## config.mk

```make
export PLATFORM = sky130hd
export DESIGN_NAME = beam_scan_ctrl
export DESIGN_NICKNAME = d
export VERILOG_FILES = /design/src/rtl/supermic_pkg.sv /design/src/rtl/lr_edge_sync.sv /design/src/rtl/beam_scan_ctrl.sv
export SDC_FILE = /design/constraint.sdc
export NUM_CORES = 1
export LEC_CHECK = 0
export ABC_AREA = 1
export CAP_MARGIN = 5
export CELL_PAD_IN_SITES_DETAIL_PLACEMENT = 1
export CELL_PAD_IN_SITES_GLOBAL_PLACEMENT = 2
export CORE_MARGIN = 2
export CORE_UTILIZATION = 39
export CTS_BUF_LIST = sky130_fd_sc_hd__clkbuf_16
export CTS_CLUSTER_DIAMETER = 100
export DETAILED_ROUTE_END_ITERATION = 8
export PLACE_DENSITY = 0.95
export SLEW_MARGIN = 20
export SYNTH_ARGS = -nofsm -noshare
export SYNTH_HDL_FRONTEND = slang
export SYNTH_SLANG_ARGS = --single-unit
```

## constraint.sdc

```tcl
create_clock -name clk -period 4.5 [get_ports clk]
set_input_delay 0.45 -clock clk [delete_from_list [all_inputs] [get_ports clk]]
set_output_delay 0.45 -clock clk [all_outputs]
set_load 0.01 [all_outputs]
```

## src/rtl/supermic_pkg.sv

```systemverilog
// Shared types and default widths for the supermic beam scan path.
// Holds the scan FSM state enum, bus widths and the sample-square helper.
package supermic_pkg;

    localparam int DELAY_W           = 5;
    localparam int SAMPLE_W          = 8;
    localparam int SQ_W              = 15;
    localparam int DEF_ACC_W         = 20;
    localparam int DEF_SETTLE_FRAMES = 2;

    typedef enum logic [2:0] {
        ST_IDLE,
        ST_SETTLE,
        ST_ACCUM,
        ST_COMPARE,
        ST_LOCK
    } scan_state_e;

    // Square of a signed sample; -128 squared (16384) still fits in 15 bits.
    function automatic logic [SQ_W-1:0] sample_sq(
        input logic signed [SAMPLE_W-1:0] s
    );
        logic signed [2*SAMPLE_W-1:0] p;
        p = s * s;
        return p[SQ_W-1:0];
    endfunction

endpackage

```

## src/rtl/lr_edge_sync.sv

```systemverilog
// Synchronizes an asynchronous frame clock and emits a one-clk strobe
// per rising edge. Ports: clk, rst_n, async_i (pin), strobe_o (3 clks later).
module lr_edge_sync (
    input  logic clk,
    input  logic rst_n,
    input  logic async_i,
    output logic strobe_o
);

    logic sync1_q;
    logic sync2_q;
    logic prev_q;
    logic strobe_q;
    logic strobe_d;

    assign strobe_d = sync2_q & ~prev_q;
    assign strobe_o = strobe_q;

    always_ff @(posedge clk or negedge rst_n) begin
        if (!rst_n) begin
            sync1_q  <= 1'b0;
            sync2_q  <= 1'b0;
            prev_q   <= 1'b0;
            strobe_q <= 1'b0;
        end else begin
            sync1_q  <= async_i;
            sync2_q  <= sync1_q;
            prev_q   <= sync2_q;
            strobe_q <= strobe_d;
        end
    end

endmodule

```

## src/rtl/beam_scan_ctrl.sv

```systemverilog
// Beam scan controller: sweeps steering delays, integrates per-direction
// energy over I2S frames and locks the strongest direction.
// Ports: clk, rst_n, start, lr_clk, sample, dwell_frames -> delay_select,
// best_delay, best_energy, busy, done.
// Optional macro BEAM_SCAN_AUTO_RESCAN_EN: periodic rescan while idle.
module beam_scan_ctrl
    import supermic_pkg::*;
#(
    parameter int NUM_DIR       = 32,
    parameter int SETTLE_FRAMES = DEF_SETTLE_FRAMES,
    parameter int ACC_W         = DEF_ACC_W,
    parameter int RESCAN_FRAMES = 4096
) (
    input  logic                       clk,
    input  logic                       rst_n,
    input  logic                       start,
    input  logic                       lr_clk,
    input  logic signed [SAMPLE_W-1:0] sample,
    input  logic [3:0]                 dwell_frames,
    output logic [DELAY_W-1:0]         delay_select,
    output logic [DELAY_W-1:0]         best_delay,
    output logic [ACC_W-1:0]           best_energy,
    output logic                       busy,
    output logic                       done
);

    localparam int CNT_W = 8;

    scan_state_e        state_q, state_d;
    logic [DELAY_W-1:0] dir_q, dir_d;
    logic [CNT_W-1:0]   cnt_q, cnt_d;
    logic [3:0]         dwell_q, dwell_d;
    logic [ACC_W-1:0]   acc_q, acc_d;
    logic [ACC_W-1:0]   cand_e_q, cand_e_d;
    logic [DELAY_W-1:0] cand_dir_q, cand_dir_d;
    logic [DELAY_W-1:0] best_dir_q, best_dir_d;
    logic [ACC_W-1:0]   best_e_q, best_e_d;
    logic [DELAY_W-1:0] dsel_q, dsel_d;
    logic               busy_q, busy_d;
    logic               done_q, done_d;

    logic               strobe;
    logic               auto_go;
    logic               go;
    logic [ACC_W:0]     sum;

    lr_edge_sync u_sync (
        .clk      (clk),
        .rst_n    (rst_n),
        .async_i  (lr_clk),
        .strobe_o (strobe)
    );

`ifdef BEAM_SCAN_AUTO_RESCAN_EN
    localparam int RS_W = $clog2(RESCAN_FRAMES + 1);

    logic [RS_W-1:0] rs_cnt_q, rs_cnt_d;
    logic            armed_q, armed_d;

    // Counter only advances in IDLE once a scan has completed.
    always_comb begin
        rs_cnt_d = '0;
        armed_d  = armed_q | (state_q == ST_LOCK);
        auto_go  = 1'b0;
        if (state_q == ST_IDLE && !start) begin
            rs_cnt_d = rs_cnt_q;
            if (armed_q && strobe) begin
                if (rs_cnt_q == RS_W'(RESCAN_FRAMES - 1)) begin
                    auto_go  = 1'b1;
                    rs_cnt_d = '0;
                end else begin
                    rs_cnt_d = rs_cnt_q + 1'b1;
                end
            end
        end
    end

    always_ff @(posedge clk or negedge rst_n) begin
        if (!rst_n) begin
            rs_cnt_q <= '0;
            armed_q  <= 1'b0;
        end else begin
            rs_cnt_q <= rs_cnt_d;
            armed_q  <= armed_d;
        end
    end
`else
    assign auto_go = 1'b0;
`endif

    assign go  = start | auto_go;
    assign sum = {1'b0, acc_q} + (ACC_W+1)'(sample_sq(sample));

    always_comb begin
        state_d    = state_q;
        dir_d      = dir_q;
        cnt_d      = cnt_q;
        dwell_d    = dwell_q;
        acc_d      = acc_q;
        cand_e_d   = cand_e_q;
        cand_dir_d = cand_dir_q;
        best_dir_d = best_dir_q;
        best_e_d   = best_e_q;
        done_d     = 1'b0;

        unique case (state_q)
            ST_IDLE: begin
                if (go) begin
                    state_d    = ST_SETTLE;
                    dir_d      = '0;
                    cnt_d      = '0;
                    cand_e_d   = '0;
                    cand_dir_d = '0;
                end
            end
            ST_SETTLE: begin
                if (strobe) begin
                    if (cnt_q == CNT_W'(SETTLE_FRAMES - 1)) begin
                        state_d = ST_ACCUM;
                        cnt_d   = '0;
                        acc_d   = '0;
                        dwell_d = dwell_frames;
                    end else begin
                        cnt_d = cnt_q + 1'b1;
                    end
                end
            end
            ST_ACCUM: begin
                if (strobe) begin
                    // Carry out of the sum means the accumulator overflowed.
                    acc_d = sum[ACC_W] ? '1 : sum[ACC_W-1:0];
                    if (cnt_q == CNT_W'(dwell_q)) begin
                        state_d = ST_COMPARE;
                    end else begin
                        cnt_d = cnt_q + 1'b1;
                    end
                end
            end
            ST_COMPARE: begin
                // Strict compare keeps the lower index on ties.
                if (acc_q > cand_e_q) begin
                    cand_e_d   = acc_q;
                    cand_dir_d = dir_q;
                end
                if (dir_q < DELAY_W'(NUM_DIR - 1)) begin
                    state_d = ST_SETTLE;
                    dir_d   = dir_q + 1'b1;
                    cnt_d   = '0;
                end else begin
                    state_d    = ST_LOCK;
                    best_dir_d = cand_dir_d;
                    best_e_d   = cand_e_d;
                    done_d     = 1'b1;
                end
            end
            ST_LOCK: begin
                state_d = ST_IDLE;
            end
            default: begin
                state_d = ST_IDLE;
            end
        endcase

        busy_d = (state_d != ST_IDLE);
        if (state_d == ST_IDLE || state_d == ST_LOCK) begin
            dsel_d = best_dir_d;
        end else begin
            dsel_d = dir_d;
        end
    end

    always_ff @(posedge clk or negedge rst_n) begin
        if (!rst_n) begin
            state_q    <= ST_IDLE;
            dir_q      <= '0;
            cnt_q      <= '0;
            dwell_q    <= '0;
            acc_q      <= '0;
            cand_e_q   <= '0;
            cand_dir_q <= '0;
            best_dir_q <= '0;
            best_e_q   <= '0;
            dsel_q     <= '0;
            busy_q     <= 1'b0;
            done_q     <= 1'b0;
        end else begin
            state_q    <= state_d;
            dir_q      <= dir_d;
            cnt_q      <= cnt_d;
            dwell_q    <= dwell_d;
            acc_q      <= acc_d;
            cand_e_q   <= cand_e_d;
            cand_dir_q <= cand_dir_d;
            best_dir_q <= best_dir_d;
            best_e_q   <= best_e_d;
            dsel_q     <= dsel_d;
            busy_q     <= busy_d;
            done_q     <= done_d;
        end
    end

    assign delay_select = dsel_q;
    assign best_delay   = best_dir_q;
    assign best_energy  = best_e_q;
    assign busy         = busy_q;
    assign done         = done_q;

endmodule

```

Word level (Yosys, flattened, before mapping)
Index checks and enable logic that the tools add are counted.
W data, S select, Z words.
{ "totals": {"regBits": 101, "inputBits": 16, "elab_cells": 82} }
{ "op_classes": {"addsub": 3, "muxes": 33, "bitwise_logic": 3, "multipliers": 1, "n_eq_ne": 12, "magnitude_cmp": 2, "reduce_logical": 12} }
{ "op_table": {"columns": ["op", "count"], "rows": [
  ["$mux W20", 6],
  ["$pmux W20 S2", 2],
  ["$mux W8", 6],
  ["$mux W5", 7],
  ["$pmux W8 S4", 1],
  ["$add A20 B15 Y21", 1],
  ["$gt A20 B20 Y1", 1],
  ["$pmux W5 S2", 2],
  ["$mux W3", 6],
  ["$mul A8 B8 Y15", 1],
  ["$pmux W3 S4", 1],
  ["$add A8 B1 Y8 const B", 1],
  ["$eq A8 B1 Y1 const B", 1],
  ["$eq A8 B4 Y1", 1],
  ["$ne A2 B2 Y1 const B", 4],
  ["$eq A3 B2 Y1 const B", 2],
  ["$logic_not A3 Y1", 2],
  ["$reduce_and A6 Y1", 1],
  ["$add A5 B1 Y5 const B", 1],
  ["$lt A5 B5 Y1 const B", 1],
  ["$ne A2 B1 Y1 const B", 2],
  ["$reduce_and A2 Y1", 2],
  ["$reduce_and A4 Y1", 1],
  ["$reduce_bool A2 Y1", 2],
  ["other kinds (9)", 11]
]} }

Logic depth before layout (Yosys ltp)
{ "logic_depth": {"word_depth": 7, "ltp_mapped": 34, "mapped_depth_nobuf": 33} }

By module
Synthesis repeated with hierarchy kept, for this count alone.
{ "unflattened": {"hier_cells": 1019, "area_unflattened_um2": 8286.7} }
{ "modules_own_cells": {"columns": ["module", "area_per_inst_um2", "n_inst", "cells_each"], "rows": [
  ["beam_scan_ctrl", 8176.6, 1, 1013],
  ["lr_edge_sync", 110.1, 1, 6]
]} }

Worst setup path before layout
No wires, ideal clock.
{ "synth_path": {"path_kind": "input -> register", "startpoint": "input sample[7]", "endpoint": "register acc_q[15]", "n_path_buf": 2, "arrival_time_ps": 5315, "cell_stages": 27, "required_ps": 4373, "setup_ps": 127, "setup_slack_ps": -942, "cell_sequence": "clkbuf_1 > nand2_1 > fa_1 > inv_1 > fa_1 > fa_1 > inv_1 > fa_1 > inv_1 > ha_1 > inv_1 > nor4_1 > a21oi_1 > nor2_1 > nor2_1 > xor2_1 > inv_1 > ha_1 > nand2_1 > nor2_1 > a21oi_1 > nand2_2 > nand2_4 > buf_6 > nand3_1 > nand2_1 > o21ai_0"} }
{ "synth_between": {"elab_chain_len": 5} }
{ "synth_lines": {"columns": ["item", "line", "text"], "rows": [
  ["start, declared", "beam_scan_ctrl.sv:18", "input logic signed [SAMPLE_W-1:0] sample,"],
  ["$mul A8 B8 Y15", "supermic_pkg.sv:24", "p = s * s;"],
  ["$add A20 B15 Y21", "beam_scan_ctrl.sv:92", "assign sum = {1'b0, acc_q} + (ACC_W+1)'(sample_sq(sample));"],
  ["$mux W20", "beam_scan_ctrl.sv:131", "acc_d = sum[ACC_W] ? '1 : sum[ACC_W-1:0];"],
  ["$mux W20", "beam_scan_ctrl.sv:129", "if (strobe) begin"],
  ["$pmux W20 S2", "beam_scan_ctrl.sv:106", "unique case (state_q)"],
  ["end signal, assigned", "beam_scan_ctrl.sv:178", "acc_q <= '0;"],
  ["end signal, assigned", "beam_scan_ctrl.sv:191", "acc_q <= acc_d;"],
  ["end, declared", "beam_scan_ctrl.sv:33", "logic [ACC_W-1:0] acc_q, acc_d;"]
]} }
Every way passes these cells. The select of a mux whose other input is x is not followed.
A chain may end at the register's enable or synchronous reset.

Worst setup path after layout
{ "layout_path": {"startpoint": "input sample[0]", "endpoint": "register acc_q[19]"} }
Same word-level chain as after synthesis.

==> impl_metrics.py <==
metrics = {
    "run_status": {
        "status": "finished, violations left",
        "violations": "negative setup slack",
    },
    "timing": {
        "final.period_utilization_pct": 113,
        "rsz0062_at_grt": "yes",
        "max_slew_margin_pct": 41.9,
        "timing.hold.ws_ns": 0.200,
        "worst_slew_pin_slew_ns": 0.872,
        "final-setup-viol-count": 20,
        "finalHoldViolations": 0,
        "min_period_ns": 5.10,
        "layout_setup_ws_ns": -0.598,
        "drv_slew": 0,
        "fmax_mhz": 196,
        "fin_worst_skew_ns": 0.00697,
    },
    "synthesis": {
        "syn_area_mm2": 0.00796,
        "synth_compound_area_share_pct": 12.6,
        "synth.lib_cells_used.distinct": 40,
        "synth.avg_cell_area_um2": 7.92,
        "synth_top_flop_cell": "dfrtp_1",
        "ys_ff_latch": 101,
        "synth-xor-area-share_pct": 3.74,
        "yosys.area_share.simple_pct": 22.5,
        "synth_mux_area_share_pct": 0,
        "synth_enable_flop_cells": 0,
        "synthCells": 1004,
        "synthArstFlopShare_pct": 100,
        "synth_top_family_by_area": "simple AND/OR/NAND/NOR gates",
        "synth_warnings": 0,
        "synthAdderAreaFrac_pct": 19.4,
        "ys_seq_area_share_pct": 31.8,
        "syn_nets": 1120,
    },
    "placed_design": {
        "hpwl_um": 16800,
        "place.gp.congestion": 0.852,
        "io_buffers": 47,
        "placedInstanceArea_mm2": 0.00947,
        "pre_cts_ws_ns": -1.43,
        "dp_cells": 1368,
    },
    "clock_network": {
        "cts_root_buffer": "clkbuf_16",
        "clock-sinks": 101,
        "cts_tree": "yes",
        "clkTransAtPathRegs_ns": 0.07,
        "h-tree-depth": 3,
        "clk_path_buf_depth": 2,
        "clk_latency_ns": 0.35,
        "cts_buffers": 9,
        "cts_hold_buf": 0,
    },
    "drt": {
        "wl_per_cell_um": 16.7,
        "routed_wl_um": 23500,
        "first_pass_iters": 4,
        "drc": 0,
        "viasPerCell": 5.09,
        "vias": 7143,
        "drtIter0Drc": 296,
        "postRouteAntennaNets": 0,
    },
    "global_route": {
        "grt_pass1_wl_um": 38700,
        "grt_usage_pct": 22.3,
        "grt_pass1_vias": 7704,
        "grt_overflow": 0,
        "antenna_found_initial": 0,
        "grt_max_degree": 67,
    },
    "worst_setup_path": {
        "crit_fanout": 6,
        "crit_path_end_kind": "register",
        "r2r_cells": 10,
        "crit_slowest_cell": "fa_1",
        "cp.required_ns": 4.74,
        "critPathKind": "input pin to register",
        "cpMostUsedCell": "nand2_2",
        "worst_setup_path_start_kind": "input pin",
        "worst_ep_arrival_time_ns": 5.34,
        "reg2reg_to": "cand_dir_q[3]",
        "reg2reg_from": "acc_q[13]",
        "ff2ff_setup_slack_ns": 1.83,
        "cp_slowest_stage_delay_ns": 0.54,
    },
    "finish": {
        "drive_gt1_share_pct": 29.2,
        "final_area_mm2": 0.0104,
        "antenna_cells": 0,
        "final_nets": 1245,
        "layout_common_cells": "nand2_1 (203), inv_1 (136), dfrtp_1 (101), buf_4 (88), o21ai_1 (51)",
        "synthToLayoutAreaGrowth_pct": 30.7,
        "final_cell_count_no_fill": 1404,
        "final_common_cell": "nand2_1",
    },
    "min_path": {
        "min_path_type": "input pin to asynchronous set/reset pin",
    },
    "floorplan": {
        "core_mm2": 0.0201,
        "die_h_um": 147,
        "die_area_mm2": 0.0216,
        "fp-row-count": 52,
        "ioPinCount": 48,
        "start_util_pct": 39.6,
        "die_w_um": 147,
    },
    "run": {
        "cap_violations": 0,
    },
}
## worst max-delay path by stage
stage          slack (ns)       from  cells past startpoint        end
2_1_floorplan       -0.44  sample[6]                     28   acc_q[2]
3_3_place_gp        -1.34  sample[4]                     25  acc_q[19]
3_5_place_dp        -1.43  sample[2]                     25  acc_q[19]
4_1_cts             -0.41  sample[7]                     26  acc_q[17]
5_1_grt             -0.80  sample[0]                     33  acc_q[19]
6_report            -0.60  sample[0]                     34  acc_q[19]
## state kept, by name, summed over array words and instances (netlist names)
signal and count:
acc_q 20, best_delay 5, best_energy 20, busy 1, cand_dir_q 5, cand_e_q 20
cnt_q 8, delay_select 5, dir_q 5, done 1, dwell_q 4, state_q 3
u_sync.prev_q 1, u_sync.strobe_o 1, u_sync.sync1_q 1, u_sync.sync2_q 1
## cell usage after synthesis, types with 3 or more instances
| master | number | area [µm²] |
|---|---|---|
| buf_2 | 4 | 20.0 |
| nor2_1 | 43 | 161 |
| ha_1 | 61 | 763 |
| buf_6 | 5 | 56.3 |
| or2_1 | 5 | 31.3 |
| a21oi_1 | 48 | 240 |
| xor2_1 | 21 | 184 |
| o21ai_1 | 44 | 220 |
| and2_1 | 12 | 75.1 |
| o21ai_0 | 32 | 160 |
| o21bai_1 | 5 | 37.5 |
| nand2_1 | 232 | 871 |
| o22ai_1 | 6 | 37.5 |
| clkbuf_1 | 18 | 67.6 |
| nand4_1 | 7 | 43.8 |
| nor3_1 | 6 | 30.0 |
| xnor2_1 | 13 | 114 |
| inv_2 | 9 | 33.8 |
| o21ai_2 | 23 | 201 |
| dfrtp_1 | 101 | 2530 |
| inv_1 | 165 | 619 |
| nand3_1 | 46 | 230 |
| nand2_2 | 27 | 169 |
| o21a_1 | 3 | 22.5 |
| nor4_1 | 3 | 18.8 |
| fa_1 | 39 | 781 |
| a21o_1 | 7 | 52.6 |
## through the flow
step | setup TNS, ns | util, %
floorplan | -7.53 | -
global placement | -24.81 | 47.1
detailed placement | -26.69 | 47.1
CTS | -7.75 | 50.9
global route | -14.00 | 51.7
finish | -10.46 | 51.7
## timing repair
item / 4_1_cts / 5_1_grt
gates resized for setup: 138 / 33
setup endpoints to repair: 20 / 20
cloned: 1 / 0
endpoints found under the hold margin: 0 / 0
pin swaps: 86 / 17
buffers inserted: 15 / 4
## layout make-up
cell class,instances,area (µm²)
tap,270,338
sequential,101,2530
fill,2371,9710
multi-input combinational,703,5380
inverter,174,671
timing repair buffer,140,1200
clock buffer,9,225
clock inverter,7,57.6
## critical path: cells and delay by family
kind,cells,cell delay (ns)
xor gates and xnor gates,1,0.17
AOI/OAI and AO/OA,2,0.21
and+or+nand+nor,17,1.59
buffers and inverters,8,0.71
adders and majority gates,6,2.20
## cell families after synthesis
group / after synthesis
fa+ha+maj: 100
buf+inv: 201
xor+xnor: 34
flops: 101
simple gates: 396
compound gates: 172
## layer usage
| metal | vias up | global-route usage [%] | share of wire [%] |
|---|---|---|---|
| li1 | 3431 | - | - |
| met1 | 3560 | 28.0 | 43 |
| met2 | 107 | 40.4 | 52 |
| met3 | 45 | 2.73 | 2.6 |
| met4 | 0 | 6.07 | 2.3 |
| met5 | - | 0 | 0 |
Power is left out: the tool's default activity adds up to more than one toggle a clock period on the data nets, which glitch-free logic cannot reach.
